[src/rtl/bitstream_serializer_if.sv]
// Word-source and SMU-stream signals of the bitstream serializer.
// The serializer takes the slave view; the word source / SMU side takes the master view.
interface bitstream_serializer_if #(
  parameter int unsigned WORD_W = 8
);
  logic [WORD_W-1:0] WordIn;
  logic              WordValid;
  logic              WordReady;
  logic              SerialOut;
  logic              StreamValid;
  logic              LoadedIn;

  modport master (
    output WordIn, WordValid, LoadedIn,
    input  WordReady, SerialOut, StreamValid
  );

  modport slave (
    input  WordIn, WordValid, LoadedIn,
    output WordReady, SerialOut, StreamValid
  );
endinterface

[src/rtl/bitstream_serializer.sv]
// Serializes CFG_SIZE configuration bits, fetched WORD_W at a time, LSB first, then
// waits up to TIMEOUT cycles for the SMU load acknowledge.
module bitstream_serializer #(
  parameter int unsigned CFG_SIZE = 64,
  parameter int unsigned WORD_W   = 8,
  parameter int unsigned TIMEOUT  = 16
) (
  input  logic                         clk,
  input  logic                         rst,
  input  logic                         Start,
  input  logic                         Abort,
  bitstream_serializer_if.slave        bus,
  output logic                         Busy,
  output logic                         Done,
  output logic                         Error
);
  localparam int unsigned BitCntW  = $clog2(CFG_SIZE + 1);
  localparam int unsigned WordCntW = $clog2(WORD_W + 1);
  localparam int unsigned TimerW   = $clog2(TIMEOUT + 1);

  localparam logic [BitCntW-1:0]  LastBit     = BitCntW'(CFG_SIZE - 1);
  localparam logic [WordCntW-1:0] LastWordBit = WordCntW'(WORD_W - 1);
  localparam logic [TimerW-1:0]   LastTick    = TimerW'(TIMEOUT - 1);

  typedef enum logic [2:0] {
    StIdle,
    StFetch,
    StShift,
    StWaitAck,
    StDone,
    StError
  } state_e;

  state_e              state;
  logic [WORD_W-1:0]   shiftReg;
  logic [BitCntW-1:0]  bitCnt;
  logic [WordCntW-1:0] wordCnt;
  logic [TimerW-1:0]   timer;
  logic                inXfer;

  assign inXfer = (state == StFetch) || (state == StShift) || (state == StWaitAck);

  // Outputs are registered: each transition sets the values the next state presents.
  // SerialOut/StreamValid carry the bit for the cycle after the edge, so the word's
  // bit 0 is loaded straight into SerialOut on acceptance.
  always_ff @(posedge clk) begin
    if (rst) begin
      state           <= StIdle;
      shiftReg        <= '0;
      bitCnt          <= '0;
      wordCnt         <= '0;
      timer           <= '0;
      bus.WordReady   <= 1'b0;
      bus.SerialOut   <= 1'b0;
      bus.StreamValid <= 1'b0;
      Busy            <= 1'b0;
      Done            <= 1'b0;
      Error           <= 1'b0;
    end else begin
      bus.WordReady   <= 1'b0;
      bus.SerialOut   <= 1'b0;
      bus.StreamValid <= 1'b0;
      if (Abort && inXfer) begin
        state   <= StIdle;
        bitCnt  <= '0;
        wordCnt <= '0;
        timer   <= '0;
        Busy    <= 1'b0;
      end else begin
        unique case (state)
          StIdle, StDone, StError: begin
            if (Start) begin
              state         <= StFetch;
              bitCnt        <= '0;
              timer         <= '0;
              Done          <= 1'b0;
              Error         <= 1'b0;
              Busy          <= 1'b1;
              bus.WordReady <= 1'b1;
            end
          end
          StFetch: begin
            if (bus.WordValid) begin
              state           <= StShift;
              shiftReg        <= bus.WordIn >> 1;
              wordCnt         <= '0;
              bus.SerialOut   <= bus.WordIn[0];
              bus.StreamValid <= 1'b1;
            end else begin
              bus.WordReady <= 1'b1;
            end
          end
          StShift: begin
            // bitCnt/wordCnt index the bit on SerialOut during this cycle.
            bitCnt <= bitCnt + 1'b1;
            if (bitCnt == LastBit) begin
              state <= StWaitAck;
              timer <= '0;
            end else if (wordCnt == LastWordBit) begin
              state         <= StFetch;
              bus.WordReady <= 1'b1;
            end else begin
              wordCnt         <= wordCnt + 1'b1;
              shiftReg        <= shiftReg >> 1;
              bus.SerialOut   <= shiftReg[0];
              bus.StreamValid <= 1'b1;
            end
          end
          StWaitAck: begin
            timer <= timer + 1'b1;
            if (bus.LoadedIn) begin
              state <= StDone;
              Done  <= 1'b1;
              Busy  <= 1'b0;
            end else if (timer == LastTick) begin
              state <= StError;
              Error <= 1'b1;
              Busy  <= 1'b0;
            end
          end
          default: begin
            state <= StIdle;
            Busy  <= 1'b0;
          end
        endcase
      end
    end
  end
endmodule
[src/flat_wrapper.sv]
// flat-port wrapper written by rule: the top's interface ports become plain ports
module bitstream_serializer_flat 
#(
  parameter int unsigned CFG_SIZE = 64,
  parameter int unsigned WORD_W   = 8,
  parameter int unsigned TIMEOUT  = 16
)
  (clk, rst, Start, Abort, Busy, Done, Error, bus_WordIn, bus_WordValid, bus_LoadedIn, bus_WordReady, bus_SerialOut, bus_StreamValid);
  bitstream_serializer_if #(.WORD_W(WORD_W)) bus_i ();
  input  logic clk;
  input  logic rst;
  input  logic Start;
  input  logic Abort;
  output logic Busy;
  output logic Done;
  output logic Error;
  input wire logic [$bits(bus_i.WordIn)-1:0] bus_WordIn;
  input wire logic [$bits(bus_i.WordValid)-1:0] bus_WordValid;
  input wire logic [$bits(bus_i.LoadedIn)-1:0] bus_LoadedIn;
  output wire logic [$bits(bus_i.WordReady)-1:0] bus_WordReady;
  output wire logic [$bits(bus_i.SerialOut)-1:0] bus_SerialOut;
  output wire logic [$bits(bus_i.StreamValid)-1:0] bus_StreamValid;
  assign bus_i.WordIn = bus_WordIn;
  assign bus_i.WordValid = bus_WordValid;
  assign bus_i.LoadedIn = bus_LoadedIn;
  assign bus_WordReady = bus_i.WordReady;
  assign bus_SerialOut = bus_i.SerialOut;
  assign bus_StreamValid = bus_i.StreamValid;
  bitstream_serializer #(.CFG_SIZE(CFG_SIZE), .WORD_W(WORD_W), .TIMEOUT(TIMEOUT)) u_core (.clk(clk), .rst(rst), .Start(Start), .Abort(Abort), .bus(bus_i), .Busy(Busy), .Done(Done), .Error(Error));
endmodule
[config.mk]
export PLATFORM = sky130hd
export DESIGN_NAME = bitstream_serializer_flat
export DESIGN_NICKNAME = d
export VERILOG_FILES = /design/src/rtl/bitstream_serializer_if.sv /design/src/rtl/bitstream_serializer.sv /design/src/flat_wrapper.sv
export SDC_FILE = /design/constraint.sdc
export NUM_CORES = 1
export LEC_CHECK = 0
export ABC_CLOCK_PERIOD_IN_PS = 1800
export BUFFER_PORTS_ARGS = -buffer_cell sky130_fd_sc_hd__buf_2
export CAP_MARGIN = 10
export CORE_MARGIN = 3
export CORE_UTILIZATION = 35
export DETAILED_ROUTE_END_ITERATION = 16
export PLACE_DENSITY = 0.59
export SYNTH_ARGS = -nofsm -noshare
export SYNTH_HDL_FRONTEND = slang
export SYNTH_SLANG_ARGS = --single-unit
[constraint.sdc]
create_clock -name clk -period 1.8 [get_ports clk]
set_clock_uncertainty 0.1 [all_clocks]
set_input_delay 0 -clock clk [delete_from_list [all_inputs] [get_ports clk]]
set_output_delay 0 -clock clk [all_outputs]
set_load 0.03 [all_outputs]
==> impl_results.md <==
* Yosys cell types at 52
* Synth Area in XOR/XNOR at 0.494%
* Main combinational cell family by area after synthesis: simple AND/OR/NAND/NOR gates
* Post-DP HPWL at 3.02 mm
* Chip width at 77.2 um
* Synthesized area at 1770 sq um
* Total grt overflow at 0
* First-pass detailed-route iteration total at 4
* Synth top area share at 36.1%
* Starting Density at 36.8%
* GRT Total Usage at 15.0%
* Final Hold Viols at 0
* Fillers at 508
* Worst-Skew Late Latency at 0.28 ns
* CTS Buf Count at 5
* Area of the multi-input gates at 1060 sq um
* Syn avg cell area at 8.61 sq um
* Total number of vias at 1,627
* Largest net degree at the start of global routing at 19
* Adder-Cell Fraction of Synth Area at 2.82%
* PwrDens at 1010 nW/um^2
* CP required at 1.88 ns
* Yosys warns at 0
* Min-Delay Path Class: in2reg
* CP Cell Sequence: ha_2, nand4_1, o21ai_0, a21o_4, mux2_4
* DRT Wirelength at 4.26 mm
* First-pass GRT wire length at 7.26 mm
* Buffers on Ports at 19
* Initial DRC Count at 122
* Row count at 25
* Die Y at 77.2 um
* Crit path DAT at 1.81 ns
* Mapped Cells at 206
* Top post-synthesis cells by count: 32 x dfxtp_1, 18 x nand2_1, 17 x a21oi_1, 16 x nor2_1, 9 x o21ai_0
* Status: completed
* Post-synth top area cell: dfxtp_1
* Sequential Area at 647 sq um
* Maximum VDD drop at 0.400 mV
* Most area-consuming cells after synthesis: dfxtp_1 36%, mux2_4 5.1%, a21oi_1 4.8%
* Worst path max stage delay at 0.33 ns
* Nets at 264
* Slew Limit Fails at 0
* Max cap viols at 0
* Worst-path clk slew at 0.07 ns
* FMAX at 577 MHz
* P_leak at 0.915 nW
* Mapped Nets at 224
* Crit path launch type: flop
* DRC viols at 0
* CTS tree: built
* Crit-path max FO at 7
* Async SR Flop Fraction at 0%
* Share of layout cells above drive strength 1 at 32.8%
* Routability congestion estimate at 0.787
* Final Setup Violations at 0
* Post-synth EDFFs at 0
* Count leader, synth: dfxtp_1
* Post-Synth Simple-Gate Area at 27.2%
* Final min period at 1.73 ns
* Post-synthesis mux area share at 6.21%
* CORE AREA at 4820 sq um
* Initial antenna violation count at 0
* Ports at 20
* Crit path kind: reg2reg
* Die area at 5960 sq um
* Post-synthesis register bit count at 32
* CTS H-tree depth at 2
* Via density at 5.18
* Rel. slew slack at 75.1%
* Compound-gate portion of the synthesized area at 20.7%
* Root Buffer: clkbuf_8
* End-of-flow core utilization at 46.3%
* CP max stage cell: dfxtp_2
* Clk buf depth at 2
* Top FF cell, synth: dfxtp_1
* Ant. Diodes at 0
* CP bufs+invs at 0
* ANT nets after route at 0
* Wire length per cell at 13.6 um
* # clock sinks at 32
* Total power at 2.25 mW
* Vias in the first global route at 1,566
* CP endpoint kind: flop
* Worst slew pin tran at 0.372 ns
* Tcrit/Tclk final at 96.3%
* Part of the Yosys area used for sequential elements at 36.1%
* CP delay by family, top: compound AO/OA/AOI/OAI gates
* Layout area overhead at 25.8%
==> placed cells by master (no fill, tap or decap), types with 3 or more instances in the layout <==
cell	count
a31oi_1	5
dfxtp_1	27
nand2b_1	3
inv_1	5
a211oi_2	3
a21oi_1	17
o21ai_0	8
dfxtp_2	5
clkbuf_8	5
ha_2	3
nor3_1	6
mux2_4	6
buf_2	19
nor2b_1	8
nand4_1	6
nand3b_1	4
nand2_1	18
or2_2	3
nand3_1	8
nor2_1	16
buf_4	22
o211ai_1	4
==> registers in the layout, summed over array words and instances (netlist names) <==
name                    cells
u_core.bus.WordReady        1
u_core.Done                 1
u_core.bitCnt               7
u_core.timer                5
u_core.state                3
u_core.Busy                 1
u_core.Error                1
u_core.bus.StreamValid      1
u_core.wordCnt              4
u_core.shiftReg             7
u_core.bus.SerialOut        1
==> final timing paths <==
kind,cells past startpoint,end,slack (ns),start
worst max register to register,5,u_core.shiftReg[5]$_SDFFE_PP0P_,0.07,u_core.bitCnt[1]$_SDFFE_PP0P_
worst min-delay path,4,u_core.Error$_SDFFE_PP0P_,0.01,Abort
worst max-delay path,5,u_core.shiftReg[5]$_SDFFE_PP0P_,0.07,u_core.bitCnt[1]$_SDFFE_PP0P_
worst min register to register,1,u_core.timer[3]$_SDFFE_PP0P_,0.36,u_core.timer[3]$_SDFFE_PP0P_
==> cells by family after synthesis <==
| family | Yosys count |
|---|---|
| AND/OR/NAND/NOR | 88 |
| AO/OA/AOI/OAI | 56 |
| flip-flops | 32 |
| buffers and inverters | 17 |
| multiplexers | 8 |
| adder cells (fa/ha/maj) | 4 |
| XOR/XNOR | 1 |
==> routing by layer <==
layer,GRT usage (%),wire [um],part of all wire [%],up-vias
li1,-,-,-,835
met1,19.7,2140,50,760
met2,23.3,1900,45,24
met3,4.23,150,3.5,8
met4,5.69,71,1.7,0
met5,0,0,0,-
==> stage by stage <==
stage	TNS (ns)	hold WS, ns	worst slack, ns	cells	cell area (sq um)
after global routing	-0.00262	0.0346	-0.00262	314	2230
after global placement	0	0.146	0.0302	302	2030
final	0	0.0104	0.0662	314	2230
after CTS	0	0.0119	0.00536	312	2170
after detailed placement	-0.0291	0.147	-0.0291	302	2030
after floorplan	0	0.0483	0.0380	206	1770
==> layout make-up <==
class	instances	area share, %
multi-input cells	157	47.6
well taps	67	3.76
clock buffers	6	3.25
repair buffers	45	14.0
inverters	5	0.841
clock inverters	2	1.57
flip-flops and latches	32	29.0
==> worst reg2reg max path: stages, from the launching register on <==
cell and delay, ns:
dfxtp_2 0.33, ha_2 0.16, nand4_1 0.16, o21ai_0 0.32
a21o_4 0.24, mux2_4 0.31
==> where the power goes <==
part	total, mW	switching [mW]	internal (mW)
Combinational	0.760	0.424	0.336
Sequential	0.802	0.0378	0.764
Clock	0.684	0.274	0.411
==> what timing repair did <==
| item | 4_1_cts | 5_1_grt |
|---|---|---|
| hold buffers | 2 | 0 |
| gates resized for setup | 1 | 17 |
| buffers inserted | 0 | 2 |
| hold endpoints to repair | 3 | 0 |
| pin swaps | 1 | 2 |
| endpoints found under the setup margin | 1 | 15 |
Power figures use the tool's default switching activity.
